<file path="src/rtl/rename_issue_stage.sv">
// rename_issue_stage
//   Front end of the out-of-order pipe, directly upstream of the reservation
//   station. It holds the architectural register file, the register status
//   table (reg -> pending producer tag) and the tag free list. It renames each
//   accepted instruction into one registered reservation-station write, and
//   it snoops the CDB to retire results into the register file and free tags.
//
// Ports
//   clk, rst                 rising-edge clock, synchronous active-high reset
//   in_valid / in_ready      decoded-instruction handshake (in_ready is comb)
//   in_rs, in_rt, in_rd      source 1, source 2 and destination registers
//   in_wr_rd, in_control     destination write enable, ALU control
//   rs_write                 one-cycle RS write strobe, the cycle after accept
//   rs_val{1,2}_r            operand value valid (else wait on rs_tag{1,2})
//   rs_val{1,2}, rs_tag{1,2} operand values / producer tags
//   rs_dest, rs_control      allocated destination tag (0 = none), ALU control
//   rs_release               RS entries dispatched this cycle (0..2)
//   cdb_valid/tag/value      result broadcast
//   credits                  free RS entries
module rename_issue_stage #(
    parameter int unsigned DATA_W   = 32,
    parameter int unsigned TAG_W    = 5,
    parameter int unsigned NUM_TAGS = 16,
    parameter int unsigned RS_DEPTH = 4
) (
    input  logic              clk,
    input  logic              rst,
    input  logic              in_valid,
    output logic              in_ready,
    input  logic [4:0]        in_rs,
    input  logic [4:0]        in_rt,
    input  logic [4:0]        in_rd,
    input  logic              in_wr_rd,
    input  logic [5:0]        in_control,
    output logic              rs_write,
    output logic              rs_val1_r,
    output logic              rs_val2_r,
    output logic [DATA_W-1:0] rs_val1,
    output logic [DATA_W-1:0] rs_val2,
    output logic [TAG_W-1:0]  rs_tag1,
    output logic [TAG_W-1:0]  rs_tag2,
    output logic [TAG_W-1:0]  rs_dest,
    output logic [5:0]        rs_control,
    input  logic [1:0]        rs_release,
    input  logic              cdb_valid,
    input  logic [TAG_W-1:0]  cdb_tag,
    input  logic [DATA_W-1:0] cdb_value,
    output logic [2:0]        credits
);

    localparam int unsigned NUM_REGS = 32;
    localparam int unsigned IDX_W    = (NUM_TAGS > 1) ? $clog2(NUM_TAGS) : 1;

    typedef struct packed {
        logic              rdy;
        logic [DATA_W-1:0] val;
        logic [TAG_W-1:0]  tag;
    } op_t;

    logic [DATA_W-1:0]   regfile [NUM_REGS];
    logic [TAG_W-1:0]    status  [NUM_REGS];
    logic [NUM_TAGS-1:0] free_q;
    logic [2:0]          credits_q;

    logic                need_tag;
    logic                have_free;
    logic [TAG_W-1:0]    alloc_tag;
    logic [NUM_TAGS-1:0] alloc_mask;
    logic [NUM_TAGS-1:0] cdb_mask;
    logic                cdb_live;
    logic                accept;
    logic                do_alloc;
    logic [3:0]          cred_sum;
    op_t                 op1;
    op_t                 op2;

    // Operand resolution against the pre-cycle status table, with CDB bypass.
    function automatic op_t lookup(input logic [4:0]        r,
                                   input logic [TAG_W-1:0]  st,
                                   input logic [DATA_W-1:0] rf);
        op_t o;
        o.rdy = 1'b1;
        o.val = '0;
        o.tag = '0;
        if (r != 5'd0) begin
            if (st == '0) begin
                o.val = rf;
            end else if (cdb_valid && cdb_tag == st) begin
                o.val = cdb_value;
            end else begin
                o.rdy = 1'b0;
                o.tag = st;
            end
        end
        return o;
    endfunction

    // Lowest free tag, plus a one-hot of the CDB tag if it is currently
    // allocated; a result for a free or out-of-range tag is dropped entirely.
    always_comb begin
        have_free  = 1'b0;
        alloc_tag  = '0;
        alloc_mask = '0;
        cdb_mask   = '0;
        for (int unsigned t = 1; t < NUM_TAGS; t++) begin
            if (free_q[IDX_W'(t)] && !have_free) begin
                have_free                = 1'b1;
                alloc_tag                = TAG_W'(t);
                alloc_mask[IDX_W'(t)]    = 1'b1;
            end
            if (cdb_valid && cdb_tag == TAG_W'(t) && !free_q[IDX_W'(t)])
                cdb_mask[IDX_W'(t)] = 1'b1;
        end
    end

    assign cdb_live = |cdb_mask;
    assign need_tag = in_wr_rd && (in_rd != 5'd0);
    assign in_ready = (credits_q != 3'd0) && (!need_tag || have_free);
    assign accept   = in_valid && in_ready;
    assign do_alloc = accept && need_tag;
    assign credits  = credits_q;

    always_comb begin
        op1 = lookup(in_rs, status[in_rs], regfile[in_rs]);
        op2 = lookup(in_rt, status[in_rt], regfile[in_rt]);
    end

    always_comb begin
        cred_sum = {1'b0, credits_q} - {3'b000, accept} + {2'b00, rs_release};
        if (cred_sum > 4'(RS_DEPTH))
            cred_sum = 4'(RS_DEPTH);
    end

    always_ff @(posedge clk) begin
        if (rst) begin
            for (int unsigned r = 0; r < NUM_REGS; r++) begin
                regfile[5'(r)] <= '0;
                status[5'(r)]  <= '0;
            end
            free_q     <= {{(NUM_TAGS-1){1'b1}}, 1'b0};
            credits_q  <= 3'(RS_DEPTH);
            rs_write   <= 1'b0;
            rs_val1_r  <= 1'b0;
            rs_val2_r  <= 1'b0;
            rs_val1    <= '0;
            rs_val2    <= '0;
            rs_tag1    <= '0;
            rs_tag2    <= '0;
            rs_dest    <= '0;
            rs_control <= '0;
        end else begin
            // Retire first; a same-cycle rename of the same register is
            // assigned afterwards so its new tag wins while the value lands.
            for (int unsigned r = 1; r < NUM_REGS; r++) begin
                if (cdb_live && status[5'(r)] == cdb_tag) begin
                    regfile[5'(r)] <= cdb_value;
                    status[5'(r)]  <= '0;
                end
            end
            if (do_alloc)
                status[in_rd] <= alloc_tag;

            free_q    <= (free_q & ~(do_alloc ? alloc_mask : '0)) | cdb_mask;
            credits_q <= cred_sum[2:0];
            rs_write  <= accept;

            if (accept) begin
                rs_val1_r  <= op1.rdy;
                rs_val2_r  <= op2.rdy;
                rs_val1    <= op1.val;
                rs_val2    <= op2.val;
                rs_tag1    <= op1.tag;
                rs_tag2    <= op2.tag;
                rs_dest    <= do_alloc ? alloc_tag : '0;
                rs_control <= in_control;
            end
        end
    end

endmodule

</file>
<file path="config.mk">
export PLATFORM = sky130hd
export DESIGN_NAME = rename_issue_stage
export DESIGN_NICKNAME = d
export VERILOG_FILES = /design/src/rtl/rename_issue_stage.sv
export SDC_FILE = /design/constraint.sdc
export NUM_CORES = 2
export LEC_CHECK = 0
export BUFFER_PORTS_ARGS = -buffer_cell sky130_fd_sc_hd__buf_2
export CAP_MARGIN = 20
export CORE_MARGIN = 2
export CORE_UTILIZATION = 30
export DETAILED_ROUTE_END_ITERATION = 7
export HOLD_SLACK_MARGIN = 0.08
export PLACE_DENSITY = 0.53
export SLEW_MARGIN = 25
export SYNTH_ARGS = -nofsm -noshare
export SYNTH_HDL_FRONTEND = slang
export SYNTH_SLANG_ARGS = --single-unit
</file>
<file path="constraint.sdc">
create_clock -name clk -period 5.25 [get_ports clk]
set_clock_uncertainty 0.1 [all_clocks]
set_input_delay 0.2625 -clock clk [delete_from_list [all_inputs] [get_ports clk]]
set_output_delay 0.2625 -clock clk [all_outputs]
set_load 0.02 [all_outputs]
</file>
; Word level (Yosys, flattened, before mapping)
; Memory sizes are Yosys's and may differ from the RTL's.
; Cells that the tools add are included.
[totals]
memories = 2
word_cells = 612
ramBits = 1184
reg_bits = 107
[op_classes]
n_lt_le_gt_ge = 1
add_sub_neg = 2
eq_ne = 79
n_reduce_logical = 121
muxes = 238
bitwise = 158
[memory_table]
columns = memory, depth, width, read_ports, rd_clocked_by_memory_dff, write_ports, line_no
row1 = regfile, 32, 32, 2, 0, 32, 60  ; logic [DATA_W-1:0] regfile [NUM_REGS];
row2 = status, 32, 5, 33, 0, 32, 61  ; logic [TAG_W-1:0] status [NUM_REGS];
[op_table]
columns = op, n
row1 = $mux W32, 35
row2 = $mux W5, 52
row3 = $eq A5 B5 Y1, 33
row4 = $eq A5 B5 Y1 const A, 31
row5 = $mux W1, 148
row6 = $logic_and A1 B1 Y1, 81
row7 = $mux W38, 2
row8 = $and A1 B1 Y1, 62
row9 = $or A1 B1 Y1, 62
row10 = $eq A5 B4 Y1 const B, 8
row11 = $not A1 Y1, 31
row12 = $logic_not A1 Y1, 30
row13 = $eq A5 B3 Y1 const B, 4
row14 = $and A16 B16 Y16, 1
row15 = $mux W16, 1
row16 = $not A16 Y16, 1
row17 = $or A16 B16 Y16, 1
row18 = $reduce_bool A5 Y1, 3
row19 = $reduce_or A15 Y1, 1
row20 = $eq A5 B2 Y1 const B, 2
row21 = $logic_not A5 Y1, 2
row22 = $eq A5 B1 Y1 const B, 1
row23 = $reduce_or A5 Y1, 1
row24 = $add A4 B2 Y4, 1
row25 = other kinds (5), 5

; Longest topological paths before layout
[logic_depth]
word_depth = 53
mapped_depth = 16

; Worst setup path before layout
; Ideal clock, no wire load.
[synth_path]
kind = register to register
start = register free_q[1]
end = register credits_q[2], in the netlist credits[2]
path_stages_with_launch = 17
path_buffers = 2
path_slack_ns = 0.993
arrival_ns = 4.033
path_cell_list = dfxtp_1 buf_2 or3_1 or4_1 or4_4 o31ai_4 inv_2 clkbuf_1 ha_1 inv_1 ha_1 inv_1 fa_1 nand2b_1 a21oi_1 nand2_1 or2_2
[synth_between]
elab_chain_cells = 50
[synth_lines]
columns = item, line_no
row1 = from (decl), 62  ; logic [NUM_TAGS-1:0] free_q;
row2 = from (signal assigned), 140  ; free_q <= {{(NUM_TAGS-1){1'b1}}, 1'b0};
row3 = from (signal assigned), 163  ; free_q <= (free_q & ~(do_alloc ? alloc_mask : '0)) | cdb_mask;
row4 = $mux W1 *, 106  ; if (free_q[IDX_W'(t)] && !have_free) begin
row5 = $logic_not A1 Y1, 106
row6 = $logic_and A1 B1 Y1, 106
row7 = $mux W1 *, 106
row8 = $logic_not A1 Y1, 106
row9 = $logic_and A1 B1 Y1, 106
row10 = $mux W1 *, 106
row11 = $logic_not A1 Y1, 106
row12 = [... 35 more ...], --
row13 = $logic_or A1 B1 Y1 *, 118  ; assign in_ready = (credits_q != 3'd0) && (!need_tag || have_free);
row14 = $logic_and A1 B1 Y1 *, 118
row15 = $logic_and A1 B1 Y1 *, 119  ; assign accept = in_valid && in_ready;
row16 = named net accept, 71  ; logic accept;
row17 = $sub A3 B1 Y4 *, 129  ; cred_sum = {1'b0, credits_q} - {3'b000, accept} + {2'b00, rs_release};
row18 = $add A4 B2 Y4 *, 129
row19 = $gt A4 B3 Y1, 130  ; if (cred_sum > 4'(RS_DEPTH))
row20 = $reduce_or A2 Y1 (no source line), --
row21 = to (signal assigned), 141  ; credits_q <= 3'(RS_DEPTH);
row22 = to (signal assigned), 164  ; credits_q <= cred_sum[2:0];
row23 = to (decl), 63  ; logic [2:0] credits_q;
; Mark *: on every way through the listed nets, which the timed path passes. The rest lies on a longest branch.
; A chain may end at the register's enable or synchronous reset.

; Worst setup path after layout
[layout_path]
start = register free_q[1]
end = register credits_q[0], in the netlist credits[0]
[layout_between]
elab_chain_cells = 50
[layout_lines]
columns = item, line_no
row1 = $mux W1 *, 106
row2 = $logic_not A1 Y1, 106
row3 = $logic_and A1 B1 Y1, 106
row4 = $mux W1 *, 106
row5 = $logic_not A1 Y1, 106
row6 = $logic_and A1 B1 Y1, 106
row7 = $mux W1 *, 106
row8 = $logic_not A1 Y1, 106
row9 = [... 34 more ...], --
row10 = $mux W1 *, 106
row11 = $logic_or A1 B1 Y1 *, 118
row12 = $logic_and A1 B1 Y1 *, 118
row13 = $logic_and A1 B1 Y1 *, 119
row14 = $sub A3 B1 Y4 *, 129
row15 = $add A4 B2 Y4 *, 129
row16 = $gt A4 B3 Y1, 130
row17 = $reduce_or A2 Y1 (no source line), --
; Mark *: on every way between the ends. The rest lies on a longest branch, timed or not.

==> out/metrics.yaml <==
run_status:
  outcome: "complete, no violations"
critical_path:
  crit_type: "reg2reg"
  crit_buf_inv: 4
  worst-path-max-fanout: 8
  r2r_setup_slack_ns: 0.78
  critPathTopFamily: "simple AND/OR/NAND/NOR gates"
  r2r-end: "credits[0]$_SDFF_PP0_"
  crit_chain: "or3_1 > or4_1 > or4_4 > o31ai_4 > inv_4 > ha_1 > inv_1 > ha_1 > inv_1 > fa_1 > xnor2_1 > a21oi_1 > and3_1 > dlygate4sd3_1"
  crit_arrival_ns: 5.05
  r2r-start: "free_q[1]$_SDFF_PP1_"
  required_ns: 5.83
  r2r_cells: 14
  crit_path_start_kind: "flip-flop"
  cp-end-kind: "flip-flop"
  cpMaxStageDelayCell: "or4_4"
  cpPeakStageDelay_ns: 0.56
timing:
  period_needed_ns: 4.467
  slew_violations: 0
  fmax_ghz: 0.2239
  max_slew_margin: 0.2869
  worstMarginPinSlew_ns: 1.070
  layout_worst_path_cycle_share: 0.8508
  layout_setup_ws_ns: 0.7834
  hold_slack_ns: 0.1889
  hold_violations: 0
  setup_viol: 0
  setup-tns-final_ns: 0
  rsz0062_at_grt: "false"
power_and_ir_drop:
  power_density_mw_per_mm2: 343.6
  swShare: 0.2600
  p_int_mw: 18.06
  pwr-share-clk: 0.407
  p_switching_mw: 6.345
  pwr-share-seq: 0.468
  cellLeakagePower_nw: 24.79
  vdd_drop_max_mv: 0.3423
  pwr-share-comb: 0.125
yosys:
  yosysWarnings: 0
  yosysTopAreaCell: "edfxtp_1"
  ys_seq_area_frac: 0.5787
  synth_cells: 4140
  synth_cell_type_count: 68
  synthFlopType: "edfxtp_1"
  syn_area_mm2: 0.06168
  synth.top_cell.area_share: 0.5453
  synth.area.top_cells: "edfxtp_1 55%, mux4_2 20%, nor2_1 4.4%"
  synth_edf_count: 1120
  yosys-top-cells-count: "1120 x edfxtp_1, 723 x nor2_1, 546 x mux4_2, 268 x clkbuf_1, 175 x mux2i_1"
  ys_seq_elements: 1223
  synth_area_per_cell_um2: 14.90
  post-synth-top-count-cell: "edfxtp_1"
  synthArstFlopShare: 0
place:
  dpl.cell_count: 6722
  io_buffers: 153
  dp_hpwl_um: 136400
  gp_congestion: 0.8799
  dp_worst_setup_slack_ns: 0.9433
grt:
  grt_overflow: 0
  grt_usage: 0.2181
  grt_pass1_vias: 41070
  gr-usage-met3: 0.03669
  antenna_found_initial: 12
  grt_use_met2: 0.3575
  use_met1: 0.2856
  grt_busiest_layer: "met2"
  grt_pass1_wl_um: 323800
  grt_max_degree: 117
worst_hold_path:
  worstHoldStart: "in_rs[3]"
  holdPathStages: 3
  worstHoldEndpoint: "rs_val1[5]$_SDFFE_PP0N_"
  min_path_type: "in2reg"
clocking:
  cts_tree: "built"
  cts-resized-gates: 0
  path_clk_slew_ns: 0.06
  clock_path_buffers: 3
  cts-buffers-inserted: 142
  clock_latency_ns: 0.81
  clock-sinks: 1223
  htreeDepth: 4
  cts_root_buf: "clkbuf_16"
run:
  max_cap_viol_count: 0
die:
  dieArea_mm2: 0.2092
  core_mm2: 0.2046
  start_util: 0.3015
  rows: 166
  pin_count: 157
  die_x_um: 457.4
  chipHeight_um: 457.4
drt:
  vias: 40920
  totalWireLength_um: 231900
  dr.pass1.iters: 6
  drt.antenna.violating_nets: 0
  drtIter0Drc: 5328
  drc: 0
  via_per_inst: 5.806
  routedWlPerCell_um: 32.91
final_layout:
  utilization: 0.3472
  fin_nets: 4309
  fin_cells: 7047
  syn_to_final_growth_pct: 15.17
  drive_gt1_frac: 0.2764
  fillers: 19420
per-stage QoR:
stage          cell area (um2)  power, mW
6_report                 71030      24.41
5_1_grt                  71030      25.06
4_1_cts                  71010      24.51
3_5_place_dp             65810      14.63
3_3_place_gp             65810      14.60
2_1_floorplan            61700      13.41
cell usage in the layout, fill, tap and decap left out, drive strengths merged, types with 8 or more instances in the layout:
cell type,netlist,routed
a211o,8,8
a21oi,38,38
a222oi,29,29
a22o,37,37
a22oi,73,73
a41o,14,14
buf,144,299
bufinv,0,11
clkbuf,268,180
clkinv,0,60
dfxtp,103,103
dlygate4sd3,0,60
edfxtp,1120,1120
inv,83,91
mux2,65,65
mux2i,177,177
mux4,546,546
nand2,123,123
nand2b,93,93
nand3,11,11
nor2,724,724
nor2b,8,8
nor3,80,80
nor4,29,29
o21ai,47,47
o21bai,32,32
o221ai,53,53
o311a,28,28
xnor2,31,31
xor2,102,102
kinds of logic (layout without fill, tap and decap cells):
logic type,Yosys count,in the layout,synth area share
DFF,1223,1223,0.5787
and+or+nand+nor,1093,1093,0.07670
muxes,788,788,0.2404
buffers and inverters,495,705,0.03286
other,1,10,0.00006080
adders and majority gates,6,6,0.001339
AOI/OAI and AO/OA,401,401,0.05102
xor gates and xnor gates,133,133,0.01889
timing repair:
action | in CTS | in global routing
buffers inserted | 0 | 0
endpoints found under the hold margin | 210 | 0
hold buffers | 60 | 0
tightest hold or removal path, stage by stage:
cell      delay (ns)
buf_4           0.35
mux2i_1         0.22
o221ai_1        0.14
sequential cells by signal, summed over array words and instances (netlist names):
| register | flops |
|---|---|
| rs_tag1 | 4 |
| rs_val1 | 32 |
| credits | 3 |
| status | 128 |
| rs_val2_r | 1 |
| regfile | 992 |
| rs_val1_r | 1 |
| rs_val2 | 32 |
| free_q | 15 |
| rs_control | 6 |
| rs_write | 1 |
| rs_tag2 | 4 |
| rs_dest | 4 |
how the worst max path moves through the flow:
stage / startpoint / end / slack [ns] / depth (start not counted)
6_report: free_q[1]$_SDFF_PP1_ / credits[0]$_SDFF_PP0_ / 0.78 / 14
5_1_grt: free_q[1]$_SDFF_PP1_ / credits[0]$_SDFF_PP0_ / 0.56 / 14
4_1_cts: free_q[1]$_SDFF_PP1_ / credits[0]$_SDFF_PP0_ / 0.79 / 14
3_5_place_dp: in_rs[2] / rs_val1[9]$_SDFFE_PP0N_ / 0.94 / 9
3_3_place_gp: cdb_tag[2] / regfile[22][23]$_DFFE_PP_ / 1.02 / 8
2_1_floorplan: free_q[1]$_SDFF_PP1_ / credits[2]$_SDFF_PP1_ / 0.99 / 16
layout make-up:
cell class	instances	area (um2)	area share
multi-input combinational	2428	24150	0.3400
sequential	1223	35690	0.5025
inverter	83	314.1	0.004421
clock buffer	179	3806	0.05358
antenna	3	7.507	0.0001057
tap	2688	3363	0.04735
timing repair buffer	360	2902	0.04085
clock inverter	83	794.5	0.01119
layer usage:
| metal | wire (um) | up-vias |
|---|---|---|
| met1 | 90540 | 21720 |
| li1 | - | 16400 |
| met4 | 10180 | 10 |
| met2 | 111700 | 2295 |
| met5 | 69 | - |
| met3 | 19360 | 492 |
power groups by stage:
stage	Sequential, mW	Combinational [mW]	Clock (mW)
after CTS	11.4	3.06	10.0
after floorplan	11.6	1.83	0
after detailed placement	11.6	3.00	0
final	11.4	3.05	9.92
after global placement	11.6	3.00	0
after global routing	11.5	3.19	10.4
(Power assumes the default switching activity.)
